`config.mk`:
```
export PLATFORM = sky130hd
export DESIGN_NAME = fp16_decoder
export DESIGN_NICKNAME = d
export VERILOG_FILES = /design/src/rtl/fp16_decoder.sv
export SDC_FILE = /design/constraint.sdc
export NUM_CORES = 1
export LEC_CHECK = 0
export ABC_AREA = 1
export CORE_MARGIN = 2
export CORE_UTILIZATION = 56
export CTS_BUF_LIST = sky130_fd_sc_hd__clkbuf_4 sky130_fd_sc_hd__clkbuf_8 sky130_fd_sc_hd__clkbuf_16
export CTS_CLUSTER_SIZE = 40
export DETAILED_ROUTE_END_ITERATION = 10
export PLACE_DENSITY = 0.87
export SYNTH_ARGS = -nofsm -noshare
export SYNTH_HDL_FRONTEND = slang
export SYNTH_SLANG_ARGS = --single-unit
```
`constraint.sdc`:
```
create_clock -name clk -period 2 [get_ports clk]
set_clock_uncertainty 0.15 [all_clocks]
set_input_delay 0.4 -clock clk [delete_from_list [all_inputs] [get_ports clk]]
set_output_delay 0.4 -clock clk [all_outputs]
set_load 0.02 [all_outputs]
```
`src/rtl/fp16_decoder.sv`:
```
// rtl/fp16_decoder.sv - binary16 to signed 16-bit integer converter (truncate toward zero)
// Serial shifter aligns the magnitude one bit per clock.
module fp16_decoder (
    input  logic        clk,
    input  logic        reset,
    input  logic [15:0] dataIn,
    input  logic        R_I,
    output logic [15:0] dataOut,
    output logic        R_O,
    output logic        REG_ERROR,
    output logic        busy
);

    typedef enum logic [2:0] {IDLE, UNPACK, SHIFT, SIGN, DONE} state_t;

    state_t      state_q, state_d;
    logic [15:0] opnd_q, opnd_d;
    logic [15:0] mag_q, mag_d;
    logic [3:0]  k_q, k_d;
    logic        left_q, left_d;
    logic        err_q, err_d;
    logic [15:0] dout_q, dout_d;
    logic        r_o_q, r_o_d;
    logic        reg_err_q, reg_err_d;

    logic [4:0]  exp_w;
    logic [9:0]  frac_w;
    logic        sign_w;

    assign exp_w  = opnd_q[14:10];
    assign frac_w = opnd_q[9:0];
    assign sign_w = opnd_q[15];

    always_comb begin
        state_d   = state_q;
        opnd_d    = opnd_q;
        mag_d     = mag_q;
        k_d       = k_q;
        left_d    = left_q;
        err_d     = err_q;
        dout_d    = dout_q;
        r_o_d     = 1'b0;
        reg_err_d = 1'b0;
        case (state_q)
            IDLE: begin
                if (R_I) begin
                    opnd_d  = dataIn;
                    state_d = UNPACK;
                end
            end
            UNPACK: begin
                mag_d  = 16'h0000;
                k_d    = 4'd0;
                left_d = 1'b0;
                err_d  = 1'b0;
                // Biased exponent 15..24 needs right alignment, 25..29 left alignment.
                if (exp_w == 5'd31) begin
                    err_d = 1'b1;
                end else if (exp_w >= 5'd15 && exp_w <= 5'd24) begin
                    mag_d = {5'b00000, 1'b1, frac_w};
                    k_d   = 4'(5'd25 - exp_w);
                end else if (exp_w >= 5'd25 && exp_w <= 5'd29) begin
                    mag_d  = {5'b00000, 1'b1, frac_w};
                    k_d    = 4'(exp_w - 5'd25);
                    left_d = 1'b1;
                end else if (exp_w == 5'd30) begin
                    if (sign_w && frac_w == 10'd0) begin
                        mag_d  = 16'h0400;
                        k_d    = 4'd5;
                        left_d = 1'b1;
                    end else begin
                        err_d = 1'b1;
                    end
                end
                state_d = (k_d != 4'd0) ? SHIFT : SIGN;
            end
            SHIFT: begin
                mag_d = left_q ? {mag_q[14:0], 1'b0} : {1'b0, mag_q[15:1]};
                k_d   = k_q - 4'd1;
                if (k_q == 4'd1) begin
                    state_d = SIGN;
                end
            end
            SIGN: begin
                if (err_q) begin
                    mag_d = 16'h0000;
                end else if (sign_w) begin
                    mag_d = ~mag_q + 16'd1;
                end
                state_d = DONE;
            end
            DONE: begin
                dout_d    = mag_q;
                r_o_d     = 1'b1;
                reg_err_d = err_q;
                state_d   = IDLE;
            end
            default: state_d = IDLE;
        endcase
    end

    always_ff @(posedge clk) begin
        if (reset) begin
            state_q   <= IDLE;
            opnd_q    <= 16'h0000;
            mag_q     <= 16'h0000;
            k_q       <= 4'd0;
            left_q    <= 1'b0;
            err_q     <= 1'b0;
            dout_q    <= 16'h0000;
            r_o_q     <= 1'b0;
            reg_err_q <= 1'b0;
        end else begin
            state_q   <= state_d;
            opnd_q    <= opnd_d;
            mag_q     <= mag_d;
            k_q       <= k_d;
            left_q    <= left_d;
            err_q     <= err_d;
            dout_q    <= dout_d;
            r_o_q     <= r_o_d;
            reg_err_q <= reg_err_d;
        end
    end

    assign dataOut   = dout_q;
    assign R_O       = r_o_q;
    assign REG_ERROR = reg_err_q;
    assign busy      = (state_q != IDLE);

endmodule

```
# After elaboration in Yosys (flattened, before gate mapping)
# Index checks and enable logic that the tools add are counted.
# word_totals
regBits,59
latch_bits,0
ramBits,0
rom_bits,0
wordCells,73
memories,0
# classes
n_addsub,4
multipliers,0
div,0
order_cmp,4
n_eq_ne,10
n_shift,0
mux,31
bitwise_logic,2
reduce_logical,13
# op_table
operator,n
$mux W11,5
$mux W16,3
$pmux W16 S3,1
$add A16 B1 Y16 const B,1
$mux W4,4
$not A16 Y16,1
$mux W1,12
$mux W3,4
$pmux W3 S4,1
$eq A5 B5 Y1 const B,2
$le A5 B5 Y1 const B,2
$logic_not A10 Y1,1
$pmux W4 S2,1
$eq A3 B2 Y1 const B,2
$reduce_and A2 Y1,3
$reduce_bool A3 Y1,2
$ge A5 B4 Y1 const B,1
$ge A5 B5 Y1 const B,1
$eq A4 B1 Y1 const B,1
$ne A2 B2 Y1 const B,2
$reduce_bool A4 Y1,1
$sub A4 B1 Y4 const B,1
$sub A4 B4 Y4 const A,1
$sub A4 B4 Y4 const B,1
other kinds (8),10

# Longest topological paths before layout
# Gate-level depths: netlist (run 1).
# logic_depth
word_depth,11
depth_mapped,12
depth_no_buf,12

# Worst setup path before layout (run 1)
# OpenSTA, ideal clock, no wires.
# synth_path
kind,register to register
start,register opnd_q[11]
end,register mag_q[6]
arrival_time_ns,1.547
required_ns,1.737
slack_ns,0.191
path_stages_with_launch,12
period_less_slack_ns,1.809
path_cell_list,dfxtp_1 > inv_1 > ha_1 > a21oi_1 > nand2_1 > nand3_2 > nand2_1 > buf_6 > nand3_1 > nand4_1 > o211ai_2 > inv_2
# synth_between
elab_chain_len,6
elab_cells_between_ends,13
cone_classes,4 x order compare; 2 x eq/ne; 5 x mux; 2 x reduce/logical
# synth_rtl
item,line_no,text
"start, declared",17,"logic [15:0] opnd_q, opnd_d;"
"start signal, assigned",115,opnd_q <= opnd_d;
"$ge A5 B5 Y1, or another cell as far along",62,end else if (exp_w >= 5'd25 && exp_w <= 5'd29) begin
$logic_and A1 B1 Y1 or $mux W11 (tied branches),"62, 66",
$mux W11,62,
$mux W11,59,end else if (exp_w >= 5'd15 && exp_w <= 5'd24) begin
$mux W11 (*),57,if (exp_w == 5'd31) begin
$pmux W16 S3 (*),44,case (state_q)
"end signal, assigned",116,mag_q <= mag_d;
"end, declared",18,"logic [15:0] mag_q, mag_d;"
# Every way passes the cells marked *; elsewhere a longest branch is shown, timed or not.
# A chain may end at the register's enable or synchronous reset.

# Final worst setup path (run 1)
# layout_path
start,register opnd_q[11]
end,register mag_q[10]
# The elaborated chain is that of the path after synthesis.

==> results of run 1 <==
[sequential cells by signal (all words and copies together) (netlist names)]
signal	count
dataOut	16
k_q	4
state_q	3
left_q	1
err_q	1
opnd_q	16
REG_ERROR	1
mag_q	16
R_O	1
[cell usage after synthesis (all sizes together)]
cell / n
inv: 63
nand2: 63
dfxtp: 59
o21ai: 53
a21oi: 50
nand3: 45
nor2: 36
nand4: 13
buf: 11
ha: 11
clkbuf: 9
a22oi: 8
a31oi: 7
a221oi: 5
a41oi: 3
nor3: 3
o22ai: 3
o211ai: 2
clkinv: 1
nand3b: 1
o2111ai: 1
or2: 1
xnor2: 1
xor2: 1
[cell families (layout without fill, tap and decap cells)]
logic type	after synthesis	in the layout	synth area share (%)
simple gates	162	162	24.31
flops	59	59	36.60
compound gates	132	132	23.65
fa+ha+maj	11	11	4.265
xor+xnor	2	2	0.5429
buf+inv	84	127	10.62
[metal layers]
metal  up-vias  wire, µm  global-route usage [%]
li1       1622         -                       -
met1      1434      3380                   31.25
met2       143      3329                   40.33
met3        16       508                   5.204
met4         0       191                   13.05
met5         -         0                       0
[stage by stage]
stage               instance area (µm²)  instances  worst slack, ns
floorplan                          3227        450           0.1907
global placement                   3681        550           0.1116
detailed placement                 3681        550         -0.01269
CTS                                3851        565          0.06696
global route                       3864        565          0.05081
finish                             3864        565           0.1599
[power groups by stage]
stage / Sequential [W] / Combinational (W) / Clock (W)
after floorplan: 0.00162 / 0.00135 / 0
after global placement: 0.00164 / 0.00170 / 0
after detailed placement: 0.00165 / 0.00177 / 0
after CTS: 0.00162 / 0.00177 / 0.000963
after global routing: 0.00167 / 0.00202 / 0.00100
final: 0.00164 / 0.00181 / 0.000938
[what timing repair did]
action / CTS / global route
setup buffers: 0 / 0
endpoints found under the hold margin: 0 / 0
pin swaps: 0 / 0
resized for setup: 3 / 5
hold buffers: 0 / 0
setup endpoints to repair: 6 / 13
[cell type report]
type	count	area, µm²	share of cell area (%)
multi-input combinational	307	1717	44.43
timing repair buffer	48	464.2	12.01
tap	72	90.09	2.332
inverter	64	241.5	6.250
clock inverter	3	15.01	0.3886
clock buffer	12	152.6	3.951
sequential	59	1184	30.63
[path summary, 6_finish.rpt]
check                                              end  slack (ns)
worst min register to register  opnd_q[3]$_SDFFE_PP0P_        0.32
worst min-delay path            opnd_q[3]$_SDFFE_PP0P_        0.32
worst max register to register  mag_q[10]$_SDFFE_PP0P_        0.16
worst max-delay path            mag_q[10]$_SDFFE_PP0P_        0.16
[critical path: cells and delay by family, from the launching register on]
family | cells | cell delay (ns)
and+or+nand+nor | 5 | 0.55
DFF | 1 | 0.35
adders and majority gates | 1 | 0.25
AOI/OAI and AO/OA | 2 | 0.30
buffers and inverters | 2 | 0.13
==> impl_results.md, run 1 <==
- Outcome: complete, no violations
- Share of cells above drive strength 1: 14.20%
- Antenna Cells: 0
- Clock Tree Buf Depth: 2
- Final Hold Viols: 0
- Core box area: 5540 µm²
- Worst EP required: 2.09 ns
- Leakage power: 1.560 nW
- Post-DRT Antenna Nets: 0
- Post-layout nets: 519
- Cell variety after synth: 38
- Commonest non-fill, non-tap cells in the layout: nand2_1, dfxtp_1, a21oi_1, inv_1, o21ai_1
- Gr usage total: 24.99%
- FF+latch count, synth: 59
- Post-synthesis sequential area ratio: 36.60%
- # DRC: 0
- Hold path start: opnd_q[3]$_SDFFE_PP0P_
- Cells after Synth: 450
- Synth area leaders: dfxtp_1, a21oi_1, nand2_1, o21ai_1, nand3_1
- Synthesized area per cell: 7.171 µm²
- Worst Hold Class: flop to flop
- Max Fclk: 543.5 MHz
- Slowest-stage cell, CP: dfxtp_1
- CTS H-tree depth: 3
- Seq pwr share: 37.3%
- Reg2Reg Launch Point: opnd_q[11]$_SDFFE_PP0P_
- Die height: 79.91 µm
- Vias in the first global route: 2819
- Area delta synth->final: 19.74%
- Design Power: 0.004382 W
- Vias per cell: 5.690
- Final setup fails: 0
- Clock Sinks: 59
- Util after Layout: 69.74%
- Pwr/cell area: 1134 nW/µm²
- Initial DRC count: 228
- Area leader, netlist: dfxtp_1
- DR pass1 iterations: 7
- Pins over their slew limit: 0
- Gate power share: 41.3%
- Final Wtd Congestion: 0.9023
- WP data arrival: 1.93 ns
- Tmin final: 1.840 ns
- GRT Residual Overflow: 0
- Slew @ Worst Pin: 0.4527 ns
- DP HPWL: 5447 µm
- Int Power: 0.002528 W
- Mapped cell area: 3227 µm²
- Fin crit share: 92.00%
- Cell depth of the worst flop-to-flop path: 10
- Clk_lat worst skew: 0.34 ns
- Syn nets: 480
- Port Buffer Count: 37
- CP Capture Type: flop
- Commonest non-fill, non-tap cell in the layout: nand2_1
- Max_cap viols: 0
- Critical path startpoint category: flop
- Die W: 79.91 µm
- Synth Warn #: 0
- Reg clk slew, reported paths: 0.06 ns
- Max IR drop VDD: 0.0005326 V
- Net Sw Frac: 42.31%
- Worst Setup SP: opnd_q[11]$_SDFFE_PP0P_
- Cell breakdown of the critical path: inv_2, ha_1, a21oi_2, nand2_1, nand3_2, nand3_1, nand2_1, nand3_1, o21ai_1, inv_1
- Psw: 0.001854 W
- Total CTS buffers: 9
- Synth top area share: 36.60%
- Final WL: 7410 µm
- Vias: 3215
- Die area: 6386 µm²
- Crit path kind: flop to flop
- CTS tree: yes
- I/O Pins: 38
- Fillers: 468
- Crit Path Max Fanout: 7
- Hold Crit Depth: 2
- Hold slack final: 0.3179 ns
- Root buf cell: clkbuf_8
- Initial antenna violation count: 0
- Initial Utilization: 58.24%
- Largest net degree at the start of global routing: 48
- Total Neg Setup Slack: 0 ns
- First-pass GRT wire length: 12540 µm
- Number of cell rows: 27
- Slowest stage delay, CP: 0.35 ns
- Clk pwr share: 21.4%
- Wirelength per Cell: 13.12 µm
- Worst relative slew slack: 69.78%
- Unrepaired setup endpoints after global routing: no
No activity file was read; power rests on OpenSTA's default activity.
==> inputs of run 2 (changes only) <==
- CTS_CLUSTER_DIAMETER: default -> 40
==> results of run 2 <==
Final layout, timing and power as in run 1 (identical DEF).
==> RTL edit 1, RTL diff (flow settings as in run 1) <==
Make the reset (`reset`) asynchronous in one clocked block.
--- a/src/rtl/fp16_decoder.sv
+++ b/src/rtl/fp16_decoder.sv
@@ -99,7 +99,7 @@
         endcase
     end
 
-    always_ff @(posedge clk) begin
+    always_ff @(posedge clk or posedge reset) begin
         if (reset) begin
             state_q   <= IDLE;
             opnd_q    <= 16'h0000;
Behaviour: differs if reset is asserted again (counterexample within 4 cycles, from zero or initial values and one cycle with reset high); with reset held inactive, the same outputs for 4 cycles.
==> RTL edit 1 against run 1 <==
- global-route usage grew 0.94 points
- largest cell class unchanged
- setup slack lost 0.053 ns
- count of clock-buffer cells in the layout increased by 1
- routed wire length rose by 13%
- sequential cell count is the same
- design area grew 9.2%
- sequential share of layout area grew 4.4 points
- cell count down 2.7%
- area after synthesis increased by 4.5%
Power is not compared: it rests on default switching activity, and its combinational part moved more than twofold at a synthesized area within 25%.
==> RTL edit 1: results <==
[placement]
dp_hpwl_um = 5520
place_inst = 530
dp_slack_ns = -0.00294

[logic_synthesis]
netlist_instances = 420
ys_top_cells_by_count = 88 x nand2_1, 59 x dfrtp_1, 40 x inv_1, 40 x nand3_1, 32 x nor2_1
synth_compound_area_share_pct = 15.5
synthMuxAreaShare_pct = 3.67
synthArstFlopShare_pct = 100
synthAdderAreaFrac_pct = 4.08
yosysUniqueCellTypes = 39
synth_nets = 450
synth.area.top_cells = dfrtp_1 44%, nand2_1 9.8%, nand3_1 5.9%, inv_1 4.5%, o21ai_0 4.5%

[setup_path]
rr_startpoint = opnd_q[12]
critPathLaunch = state_q[2]
r2r_slack_ns = 0.12
worst_ep_arrival_time_ns = 1.34
cp.required_ns = 1.45
critPathMaxFanout = 5
cp-endpoint = busy

[finish]
final_layout_size_suffix_gt1_share_pct = 20.6
inverters = 54
area_share_nonclk_buffers_pct = 12.2
buffers = 54
final_nets = 501
n_clock_buffer = 13
multi_input_area_um2 = 1720
seq_area_share_pct = 35.0
multi_input_gates = 293
n_fill_cell = 421

[routing]
drt_wl_total_um = 8350
met3_length_um = 641
drt_iter0_drc = 373
met1_length_um = 3550

[run_status]
status = finished, final reports clean

[timing]
worstMarginPinSlew_ns = 0.334

[grt]
use_met1_pct = 36.2
gr-usage-all-layers_pct = 25.9
grt_use_met3_pct = 5.16
grt_pass1_wl_um = 13000
## RTL edit 1: power breakdown
part / total, uW / internal (uW) / leakage (uW) / switching [uW]
registers: 2310 / 1790 / 0.000722 / 523
logic: 4480 / 1740 / 0.00110 / 2740
clock network: 1110 / 663 / 0.000106 / 448
## RTL edit 1: worst min-delay path by stage
stage	from	endpoint	slack [ns]	depth (start not counted)
finish	dataOut[3]	dataOut[3]	0.33	2
global route	reset	R_O	0.37	3
CTS	dataOut[15]	dataOut[15]	0.34	2
detailed placement	dataOut[15]	dataOut[15]	0.32	2
global placement	dataOut[3]	dataOut[3]	0.31	2
floorplan	mag_q[0]	mag_q[0]	0.31	2
## RTL edit 1: critical path, stage by stage, from the launching register on
cell,delay (ns)
dfrtp_2,0.45
nor2_1,0.15
nand2_1,0.08
dlygate4sd2_1,0.32
## RTL edit 1: timing repair
item	CTS	global route
setup endpoints to repair	5	16
setup buffers	0	4
resized for setup	3	32
pin swaps	0	14
gates cloned	0	1
hold buffers	0	0
==> RTL edit 2, RTL diff (flow settings as in run 1) <==
Without the edit above. The output `R_O` loses its register stage (`r_o_q` becomes a continuous assignment).
--- a/src/rtl/fp16_decoder.sv
+++ b/src/rtl/fp16_decoder.sv
@@ -108,7 +108,6 @@
             left_q    <= 1'b0;
             err_q     <= 1'b0;
             dout_q    <= 16'h0000;
-            r_o_q     <= 1'b0;
             reg_err_q <= 1'b0;
         end else begin
             state_q   <= state_d;
@@ -118,10 +117,11 @@
             left_q    <= left_d;
             err_q     <= err_d;
             dout_q    <= dout_d;
-            r_o_q     <= r_o_d;
             reg_err_q <= reg_err_d;
         end
     end
+
+    assign r_o_q = r_o_d;
 
     assign dataOut   = dout_q;
     assign R_O       = r_o_q;
Behaviour: not the same (Yosys sat finds a counterexample within 4 cycles, from zero or initial values and one cycle with reset high).
==> RTL edit 2 against run 1 <==
- setup slack got worse by 0.11 ns
- cell count unchanged
- power rose by 5.1%
- routed wire length grew 6.8%
- design area up 0.36%
- sequential cell count fell by 1
- die area fell by 1.8%
- area after synthesis fell by 1.9%
==> RTL edit 2: results <==
[run_status]
status = finished, final reports clean

[logic_synthesis]
seq_area_frac_synth_pct = 36.7
ys_top_cells_by_count = 58 x dfxtp_1, 58 x inv_1, 57 x nand2_1
synth.area.top_cells = dfxtp_1 37%, a21oi_1 7.9%, o21ai_0 7.7%, inv_1 6.9%, nand2_1 6.8%
yosysUniqueCellTypes = 35
syn-mean-instance-area_um2 = 7.08
synth_nets = 477
yosys_warnings = 0

[routing]
drt_wl_total_um = 7910
vias = 3267
drt_iter0_drc = 342

[placement]
place_congestion = 0.914
place_inst = 549
dpl_cell_area_um2 = 3640
dp_hpwl_um = 5410

[setup_path]
worst_ep_arrival_time_ns = 1.40
critPathMaxFanout = 4
critPathMaxStageDelay_ns = 0.42
cp_top_family = buffers and inverters
r2r_cells = 10

[finish]
final_layout_size_suffix_gt1_share_pct = 12.6
final_nets = 518

[cts]
clock_latency_ns = 0.34
clkTransAtPathRegs_ns = 0.07
cts_setup_buffers = 0

[grt]
grt_pass1_vias = 3001
gr-usage-all-layers_pct = 26.7
grt_overflow_total = 0
grt_max_degree = 47

[timing]
worstMarginPinSlew_ns = 0.385

[power_and_ir_drop]
ir_drop_mv = 0.579
p_leak_uw = 0.00160
## RTL edit 2: cell types whose count changed after synthesis, sizes merged
| cell | delta |
|---|---|
| a41oi | -1 |
| dfxtp | -1 |
| nand2 | -1 |
| clkbuf | +1 |
| nor2 | -2 |
| nor4 | +1 |
| a221oi | +1 |
| inv | -1 |
| o22ai | -1 |
| nand4 | +1 |
| o211ai | +1 |
| buf | -1 |
## RTL edit 2: kinds of logic after synthesis
| logic type | count (synthesis) | share of synthesized area (%) |
|---|---|---|
| AO/OA/AOI/OAI | 132 | 23.3 |
| buffers and inverters | 83 | 10.5 |
| adder cells (fa/ha/maj) | 11 | 4.35 |
| XOR/XNOR | 2 | 0.553 |
| AND/OR/NAND/NOR | 161 | 24.7 |
| flip-flops | 58 | 36.7 |
## RTL edit 2: layout make-up
type	count	area, um^2
multi-input cells	306	1690
fillers	446	1600
flip-flops and latches	58	1160
repair buffers	50	474
inverters	63	238
clock buffers	11	145
well taps	72	90.1
clock inverters	5	77.6
## RTL edit 2: routing by layer
metal / global-route usage, % / routed length, um / part of all wire, % / vias up
met5: 0 / 0 / 0 / -
met2: 43.8 / 3810 / 48 / 139
met3: 7.05 / 536 / 6.8 / 20
met1: 33.9 / 3420 / 43 / 1495
li1: - / - / - / 1613
met4: 8.97 / 151 / 1.9 / 0
## RTL edit 2: path summary, 6_finish.rpt
kind,start,to,slack (ns)
max reg2reg,mag_q[1],mag_q[14],0.08
min reg2reg,opnd_q[1],opnd_q[1],0.32
max,state_q[0],busy,0.05
min,opnd_q[1],opnd_q[1],0.32
## RTL edit 2: what timing repair did
action,4_1_cts,5_1_grt
hold buffers,0,0
setup endpoints to repair,4,13
gates resized for setup,3,10
cloned,0,0
## RTL edit 2: power by group
part | switching (uW) | total [uW] | internal [uW]
clock | 485 | 1230 | 745
sequential | 248 | 1620 | 1370
combinational | 1140 | 1760 | 621
## RTL edit 2: worst min-delay path, stage by stage (launching register included)
cell	delay (ns)
dfxtp_1	0.33
inv_1	0.05
a21oi_1	0.05
## RTL edit 2: through the flow
| step | setup WS (ns) | power (uW) | hold slack, ns |
|---|---|---|---|
| after floorplan | 0.156 | 2860 | 0.287 |
| after global placement | 0.118 | 3240 | 0.303 |
| after detailed placement | 0.0200 | 3310 | 0.308 |
| after CTS | 0.0263 | 4540 | 0.318 |
| after global routing | -0.0200 | 4900 | 0.335 |
| final | 0.0493 | 4610 | 0.320 |
